===== config.mk =====
export PLATFORM = sky130hd
export DESIGN_NAME = ifetch_pcgen
export DESIGN_NICKNAME = d
export VERILOG_FILES = /design/src/rtl/ifetch_pcgen_pkg.sv /design/src/rtl/fetch_pc_fifo.sv /design/src/rtl/ifetch_pcgen.sv
export SDC_FILE = /design/constraint.sdc
export NUM_CORES = 1
export LEC_CHECK = 0
export ABC_CLOCK_PERIOD_IN_PS = 7650
export BUFFER_PORTS_ARGS = -buffer_cell sky130_fd_sc_hd__buf_2
export CELL_PAD_IN_SITES_DETAIL_PLACEMENT = 0
export CELL_PAD_IN_SITES_GLOBAL_PLACEMENT = 1
export CORE_UTILIZATION = 40
export DETAILED_ROUTE_END_ITERATION = 12
export PLACE_DENSITY = 0.88
export RECOVER_POWER = 100
export SYNTH_ARGS = -nofsm -noshare
export SYNTH_HDL_FRONTEND = slang
export SYNTH_HIERARCHICAL = 1
export SYNTH_SLANG_ARGS = --single-unit

===== constraint.sdc =====
create_clock -name clk -period 7.65 [get_ports clk]
set_clock_uncertainty 0.1 [all_clocks]
set_input_delay 1.1475 -clock clk [delete_from_list [all_inputs] [get_ports clk]]
set_output_delay 1.1475 -clock clk [all_outputs]
set_load 0.005 [all_outputs]

===== src/rtl/ifetch_pcgen_pkg.sv =====
// Shared fetch-side types and defaults for the icache core port and PC generator.
package ifetch_pcgen_pkg;

  localparam int unsigned SC_LADDRBITS     = 32;
  localparam int unsigned IFETCH_BYTES     = 16;
  localparam int unsigned IFETCH_MAX_OUTST = 4;

  typedef logic [SC_LADDRBITS-1:0] SC_laddr_type;

  typedef struct packed {
    logic [127:0] data;
    logic         fault;
  } I_ictocore_type;

  typedef enum logic [1:0] {
    RESP_NONE,
    RESP_LIVE,
    RESP_STALE
  } resp_kind_e;

  function automatic SC_laddr_type next_fetch_pc(input SC_laddr_type pc,
                                                 input int unsigned  fetch_bytes);
    SC_laddr_type mask;
    mask = SC_laddr_type'(fetch_bytes - 1);
    return (pc & ~mask) + SC_laddr_type'(fetch_bytes);
  endfunction

endpackage


===== src/rtl/fetch_pc_fifo.sv =====
// In-order queue of issued fetch PCs awaiting their icache response.
module fetch_pc_fifo
  import ifetch_pcgen_pkg::*;
#(
  parameter int unsigned DEPTH = IFETCH_MAX_OUTST
) (
  input  logic                     clk,
  input  logic                     reset,
  input  logic                     push_i,
  input  SC_laddr_type             push_data_i,
  input  logic                     pop_i,
  input  logic                     flush_i,
  output SC_laddr_type             head_o,
  output logic                     full_o,
  output logic                     empty_o,
  output logic [$clog2(DEPTH):0]   count_o
);

  localparam int unsigned AW = $clog2(DEPTH);
  localparam int unsigned CW = AW + 1;

  logic [AW-1:0] wr_q, rd_q;
  logic [CW-1:0] cnt_q;
  SC_laddr_type  mem_q [DEPTH];
  logic          do_push, do_pop;

  assign full_o  = (cnt_q == CW'(DEPTH));
  assign empty_o = (cnt_q == '0);
  assign count_o = cnt_q;
  assign head_o  = mem_q[rd_q];

  // A push into a full queue is fine when the head leaves in the same cycle.
  assign do_push = push_i && (!full_o || pop_i);
  assign do_pop  = pop_i && !empty_o;

  always_ff @(posedge clk or posedge reset) begin
    if (reset) begin
      wr_q  <= '0;
      rd_q  <= '0;
      cnt_q <= '0;
    end else if (flush_i) begin
      wr_q  <= '0;
      rd_q  <= '0;
      cnt_q <= '0;
    end else begin
      if (do_push) wr_q <= wr_q + 1'b1;
      if (do_pop)  rd_q <= rd_q + 1'b1;
      cnt_q <= cnt_q + CW'(do_push) - CW'(do_pop);
    end
  end

  always_ff @(posedge clk) begin
    if (do_push && !flush_i) mem_q[wr_q] <= push_data_i;
  end

  a_no_overflow: assert property (@(posedge clk) disable iff (reset)
    !(push_i && full_o && !pop_i))
    else $error("fetch_pc_fifo push while full");

  a_no_underflow: assert property (@(posedge clk) disable iff (reset)
    !(pop_i && empty_o))
    else $error("fetch_pc_fifo pop while empty");

endmodule


===== src/rtl/ifetch_pcgen.sv =====
// Fetch-address generator: issues sequential fetch PCs to the icache, pairs in-order
// responses with their PCs for decode, and discards responses made stale by a redirect.
module ifetch_pcgen
  import ifetch_pcgen_pkg::*;
#(
  parameter SC_laddr_type RESET_PC    = '0,
  parameter int unsigned  FETCH_BYTES = IFETCH_BYTES,
  parameter int unsigned  MAX_OUTST   = IFETCH_MAX_OUTST
) (
  input  logic           clk,
  input  logic           reset,
  input  logic           redirect_valid,
  input  SC_laddr_type   redirect_pc,
  output logic           coretoic_valid,
  input  logic           coretoic_retry,
  output SC_laddr_type   coretoic_pc,
  input  logic           ictocore_valid,
  output logic           ictocore_retry,
  input  I_ictocore_type ictocore,
  output logic           fbuf_valid,
  input  logic           fbuf_retry,
  output I_ictocore_type fbuf_data,
  output SC_laddr_type   fbuf_pc
);

  localparam int unsigned CW      = $clog2(MAX_OUTST) + 1;
  localparam logic [CW-1:0] MAX_CNT = CW'(MAX_OUTST);

  SC_laddr_type  pc_q, pc_d;
  logic [CW-1:0] inflight_q, inflight_d;
  logic [CW-1:0] drop_q, drop_d;

  resp_kind_e    resp_kind;
  logic          issue_xfer;
  logic          resp_xfer;
  logic          live_pop;
  logic          fifo_push;
  logic          fifo_full, fifo_empty;
  logic [CW-1:0] fifo_count;
  SC_laddr_type  fifo_head;

  always_comb begin
    resp_kind = RESP_NONE;
    if (ictocore_valid && !reset) begin
      if (redirect_valid || (drop_q != '0)) resp_kind = RESP_STALE;
      else                                  resp_kind = RESP_LIVE;
    end
  end

  assign coretoic_valid = !reset && (inflight_q < MAX_CNT);
  assign coretoic_pc    = pc_q;
  assign issue_xfer     = coretoic_valid && !coretoic_retry;

  assign fbuf_valid     = (resp_kind == RESP_LIVE);
  assign fbuf_data      = ictocore;
  assign fbuf_pc        = fifo_head;
  assign ictocore_retry = (resp_kind == RESP_LIVE) && fbuf_retry;

  assign resp_xfer = (resp_kind != RESP_NONE) && !ictocore_retry;
  assign live_pop  = (resp_kind == RESP_LIVE) && !fbuf_retry;
  assign fifo_push = issue_xfer && !redirect_valid;

  always_comb begin
    inflight_d = inflight_q + CW'(issue_xfer) - CW'(resp_xfer);
    pc_d       = pc_q;
    drop_d     = drop_q;
    if (redirect_valid) begin
      pc_d   = redirect_pc;
      // Everything still outstanding after this cycle, including a request
      // accepted now with the old PC, must be discarded when it returns.
      drop_d = inflight_d;
    end else begin
      if (issue_xfer) pc_d = next_fetch_pc(pc_q, FETCH_BYTES);
      if ((resp_kind == RESP_STALE) && resp_xfer && (drop_q != '0))
        drop_d = drop_q - 1'b1;
    end
  end

  always_ff @(posedge clk or posedge reset) begin
    if (reset) begin
      pc_q       <= RESET_PC;
      inflight_q <= '0;
      drop_q     <= '0;
    end else begin
      pc_q       <= pc_d;
      inflight_q <= inflight_d;
      drop_q     <= drop_d;
    end
  end

  fetch_pc_fifo #(
    .DEPTH (MAX_OUTST)
  ) u_pc_fifo (
    .clk         (clk),
    .reset       (reset),
    .push_i      (fifo_push),
    .push_data_i (pc_q),
    .pop_i       (live_pop),
    .flush_i     (redirect_valid),
    .head_o      (fifo_head),
    .full_o      (fifo_full),
    .empty_o     (fifo_empty),
    .count_o     (fifo_count)
  );

  a_live_has_pc: assert property (@(posedge clk) disable iff (reset)
    (resp_kind == RESP_LIVE) |-> !fifo_empty)
    else $error("ifetch_pcgen live response with no outstanding fetch PC");

  a_accounting: assert property (@(posedge clk) disable iff (reset)
    (fifo_count + drop_q) == inflight_q)
    else $error("ifetch_pcgen fifo count + drop count differs from inflight");

  a_inflight_bound: assert property (@(posedge clk) disable iff (reset)
    inflight_q <= MAX_CNT)
    else $error("ifetch_pcgen inflight exceeds MAX_OUTST");

  a_push_room: assert property (@(posedge clk) disable iff (reset)
    fifo_push |-> (!fifo_full || live_pop))
    else $error("ifetch_pcgen issue with PC queue full");

  a_req_hold: assert property (@(posedge clk) disable iff (reset)
    (coretoic_valid && coretoic_retry && !redirect_valid)
      |=> (reset || (coretoic_valid && $stable(coretoic_pc))))
    else $error("ifetch_pcgen request dropped or changed under retry");

endmodule


# Yosys cells after proc, flatten, opt, wreduce, memory -nomap -nowiden
# Memories as Yosys holds them, arrays and structs flattened.
# Cells that the tools add are included.
# word_totals
reg_bits	45
latchBits	0
ramBits	128
romBits	0
in_bits	167
output_inout_bits	196
word_cells	60
n_memories	1
# classes
n_addsub	8
multipliers	0
div	0
magnitude_cmp	1
n_eq_ne	3
n_shift	0
mux	13
bitwise	0
n_reduce_logical	28
# mem_list
memory	depth	width	rd	rd_ports_with_merged_regs	write_ports	line_no	text
u_pc_fifo.mem_q	4	32	1	0	1	fetch_pc_fifo.sv:24	SC_laddr_type mem_q [DEPTH];
# ops
op	count
$mux 32	2
$add 32x5->32 const B	1
$logic_and 1x1->1	12
$mux 2	6
$reduce_bool 2->1	5
$mux 3	3
$logic_not 1->1	7
$add 3x1->3	2
$sub 3x1->3	2
$add 2x1->2 const B	2
$eq 3x3->1 const B	1
$logic_not 3->1	1
$lt 3x3->1 const B	1
$reduce_bool 3->1	1
$sub 3x1->3 const B	1
$eq 2x1->1 const B	1
$eq 2x2->1 const B	1
$logic_or 1x1->1	2
$mux 1	2

# Depth between registers and ports, before layout
# logic_depth
word_depth	12
mapped_depth	14
depth_no_buf	14

# By module
# The synthesis kept the hierarchy.
# modules_own_cells
module	instances	cells_each	area_each_um2	seq_area_each_um2
fetch_pc_fifo	1	217	5217.5	4018.9
ifetch_pcgen	1	374	3139.3	950.9

# Worst setup path before layout
# Ideal clock, no wire load.
# synth_timing
kind	in2reg
from	input reset
to	memory u_pc_fifo/mem_q[0][0] (netlist name) (enable)
setup_ns	0.392
arrival_ns	3.159
required_time_ns	7.158
setup_slack_ns	3.999
path_stages	6
n_path_buf	0
path_cell_list	nand2b_1 -> nor4b_1 -> nor2b_1 -> nor4b_2 -> nor3b_1 -> and2_1
# synth_between
elab_chain_cells	10
elab_cells_between_ends	13
cone_classes	1 x eq/ne; 3 x mux; 9 x reduce/logical
# synth_rtl
item	line_no	text
from (decl)	ifetch_pcgen.sv:11	input logic reset,
$logic_not 1->1 (no source line)	n/a	
$logic_and 1x1->1	ifetch_pcgen.sv:44	if (ictocore_valid && !reset) begin
$mux 2	ifetch_pcgen.sv:44	
$eq 2x1->1	n/a	
named net fbuf_valid	ifetch_pcgen.sv:20	output logic fbuf_valid,
$logic_and 1x1->1	ifetch_pcgen.sv:60	assign live_pop = (resp_kind == RESP_LIVE) && !fbuf_retry;
named net live_pop	ifetch_pcgen.sv:36	logic live_pop;
$logic_or 1x1->1	fetch_pc_fifo.sv:33	assign do_push = push_i && (!full_o || pop_i);
$logic_and 1x1->1	fetch_pc_fifo.sv:33	
$logic_and 1x1->1	fetch_pc_fifo.sv:53	if (do_push && !flush_i) mem_q[wr_q] <= push_data_i;
$mux 1	fetch_pc_fifo.sv:53	
$mux 1 (implied by the code)	fetch_pc_fifo.sv:53	
to (decl)	fetch_pc_fifo.sv:24	
# The timed path passes the listed nets, and every way through them passes these cells.

# Worst setup path after layout
# layout_timing
from	input redirect_valid
to	memory u_pc_fifo/mem_q[1][29] (netlist name) (enable)
# layout_between
elab_chain_cells	10
elab_cells_between_ends	12
cone_classes	1 x eq/ne; 4 x mux; 7 x reduce/logical
# layout_rtl
item	line_no	text
from (decl)	ifetch_pcgen.sv:12	input logic redirect_valid,
$logic_or 1x1->1	ifetch_pcgen.sv:45	if (redirect_valid || (drop_q != '0)) resp_kind = RESP_STALE;
$mux 2	ifetch_pcgen.sv:45	
$mux 2	ifetch_pcgen.sv:44	
$eq 2x1->1	ifetch_pcgen.sv:60	
$logic_and 1x1->1	ifetch_pcgen.sv:60	
named net live_pop	ifetch_pcgen.sv:36	
$logic_or 1x1->1	fetch_pc_fifo.sv:33	
$logic_and 1x1->1	fetch_pc_fifo.sv:33	
$logic_and 1x1->1	fetch_pc_fifo.sv:53	
$mux 1	fetch_pc_fifo.sv:53	
$mux 1 (implied by the code)	fetch_pc_fifo.sv:53	
# The timed path passes the listed nets, and every way through them passes these cells.

==> out/results.ini <==
[die]
io_pins = 363
die_w_um = 146
row_count = 52
core-area_um2 = 20400
start_util_pct = 41.0
die-area_um2 = 21500
fp.dieH_um = 146

[sta]
timing.slew.headroom_pct = -51.5
fmaxAchievable_mhz = 190
worstMarginPinSlew_ns = 2.27
setup_ws_ns = 2.38
fin_crit_sh_pct = 68.9
slew_violations = 136
setup_violations = 0
finalCriticalPeriod_ns = 5.27
tns_ns = 0
finalHoldViolCount = 0
grt_setup_unrepaired = no

[clocking]
ctsRootBufferMaster = clkbuf_16
post_cts_resized = 0
post_cts_buffers = 0
cts_made_buffers = 17
max-clock-path-buffers = 2
clock_sinks = 173
cts_tree = built
cts_max_level = 4
clock_latency_ns = 0.43
cts_hold_buf = 0
clk_pin_slew_ns = 0.07

[run_status]
outcome = finished, violations left
failed_checks = max-capacitance violations, max-slew violations

[power_and_ir_drop]
p_total_mw = 2.18
power_switching_uw = 506
p_int_mw = 1.67
combPwrFrac_pct = 8.0
leakage_nw = 3.14
clkPwrFrac_pct = 40.4
switching_share_pct = 23.3
vdd_drop_max_v = 0.000172
powerDensity_nw_per_um2 = 250
p_seq_share_pct = 51.5

[finish]
layout-drive-gt1-share_pct = 20.8
final_cell_area_um2 = 8720
area_delta_synth_final_pct = 4.42
finalCoreUtilization_pct = 42.8
n_antenna_cell = 0
final_nets = 750
fill_cells = 1803

[grt]
grt_pass1_vias = 4336
grt.overflow.total = 0
grt_max_degree = 62
use_met3_pct = 6.59
grt_first_pass_wirelength_um = 25600
use_met1_pct = 21.2
top_usage_layer = met2
antenna_found_initial = 0
grt.met2_usage_pct = 23.6
track_usage_pct = 16.2

[setup_path]
crit_fanout = 61
path_class = input pin to flip-flop
worst-endpoint-arrival_ns = 5.28
cp-end-kind = flip-flop
start_kind = input pin
critical_path_required_ns = 7.66

[synth]
yosys_warnings = 6
syn_avg_cell_area_um2 = 14.2
synth_fp_nets = 770
netlist_area_um2 = 8350
netlist_instances = 590

[placed_design]
place_congestion = 0.759
dpl_cell_area_um2 = 8170
numPortBuffers = 104
pre_cts_slack_ns = 3.10
dp.final_hpwl_um = 11600

[routing]
drtPass1Iterations = 5
drt-total-wl_um = 17200
dr_total_vias = 4513
ant_nets = 0
vias_per_cell = 5.29
drt-wirelength-per-cell_um = 20.1
first_iter_violations = 224
drc = 0

[run]
cap_violations = 4

[hold_path]
hp-class = flip-flop to flip-flop

## routing by layer
layer / up-vias / part of all wire [%]
met5: - / 0.35
met1: 2218 / 44
met4: 2 / 1.7
met3: 36 / 8.1
li1: 2032 / -
met2: 225 / 46
## critical path: stages
cell and delay, ns:
buf_2 0.09, clkbuf_1 0.85, nor4b_1 0.72, nor2b_1 0.34
nor4b_1 0.12, nor3b_1 0.37, and2_0 1.20, buf_4 0.43
## worst paths after layout
kind,startpoint,cells after the start,slack [ns],end
worst max-delay path,redirect_valid,8,2.38,u_pc_fifo/mem_q[1][29]
worst min-delay path,inflight_q[0],1,0.42,inflight_q[0]
worst max register to register,inflight_q[2],6,3.23,u_pc_fifo/mem_q[1][29]
worst min register to register,inflight_q[0],1,0.42,inflight_q[0]
max in group asynchronous,reset,3,4.63,coretoic_pc[27]
min in group asynchronous,reset,2,0.64,u_pc_fifo/count_o[0]
## sequential cells by signal, indices dropped and copies added, names as in the netlist
register	count
coretoic_pc	32
drop_q	3
inflight_q	3
u_pc_fifo/count_o	3
u_pc_fifo/mem_q	128
u_pc_fifo/rd_q	2
u_pc_fifo/wr_q	2
## cell type report
class                      instances  area (µm²)  area share (%)
clock buffer                      23         500            5.74
clock inverter                     9         108            1.23
inverter                          18        68.8           0.789
multi-input combinational        249        2200            25.2
sequential                       173        4970            57.0
tap                              270         338            3.87
timing repair buffer             111         533            6.11
## cell usage in the layout, fill, tap and decap left out, types with 3 or more instances in the layout
cell type / n
xor2_1: 7
nand4_1: 8
inv_1: 17
nor4_1: 4
ha_1: 11
nand2b_1: 3
buf_4: 5
nand2_1: 40
and2_0: 5
o31ai_1: 11
xnor2_1: 9
dfrtp_1: 45
o211ai_1: 4
a31oi_1: 10
nor2_1: 24
nor3_1: 3
mux4_2: 6
buf_2: 77
mux4_1: 26
a21oi_1: 4
nand3_1: 14
o21ai_0: 18
edfxtp_1: 128
or4_1: 16
mux2i_1: 3
clkbuf_16: 19
nor4b_1: 3
nor2b_1: 3
clkbuf_1: 31
## power by group through the flow
stage / combinational (mW) / clock (mW) / sequential, mW
5_1_grt: 0.197 / 0.928 / 1.13
4_1_cts: 0.181 / 0.894 / 1.12
2_1_floorplan: 0.169 / 0 / 1.12
3_3_place_gp: 0.175 / 0 / 1.14
6_report: 0.175 / 0.880 / 1.12
3_5_place_dp: 0.180 / 0 / 1.14
## stage by stage
step	std cells	hold WS [ns]
after global placement	821	0.404
after global routing	853	0.446
final	853	0.421
after floorplan	590	0.377
after detailed placement	821	0.413
after CTS	853	0.428
No activity file was read; power rests on OpenSTA's default activity.
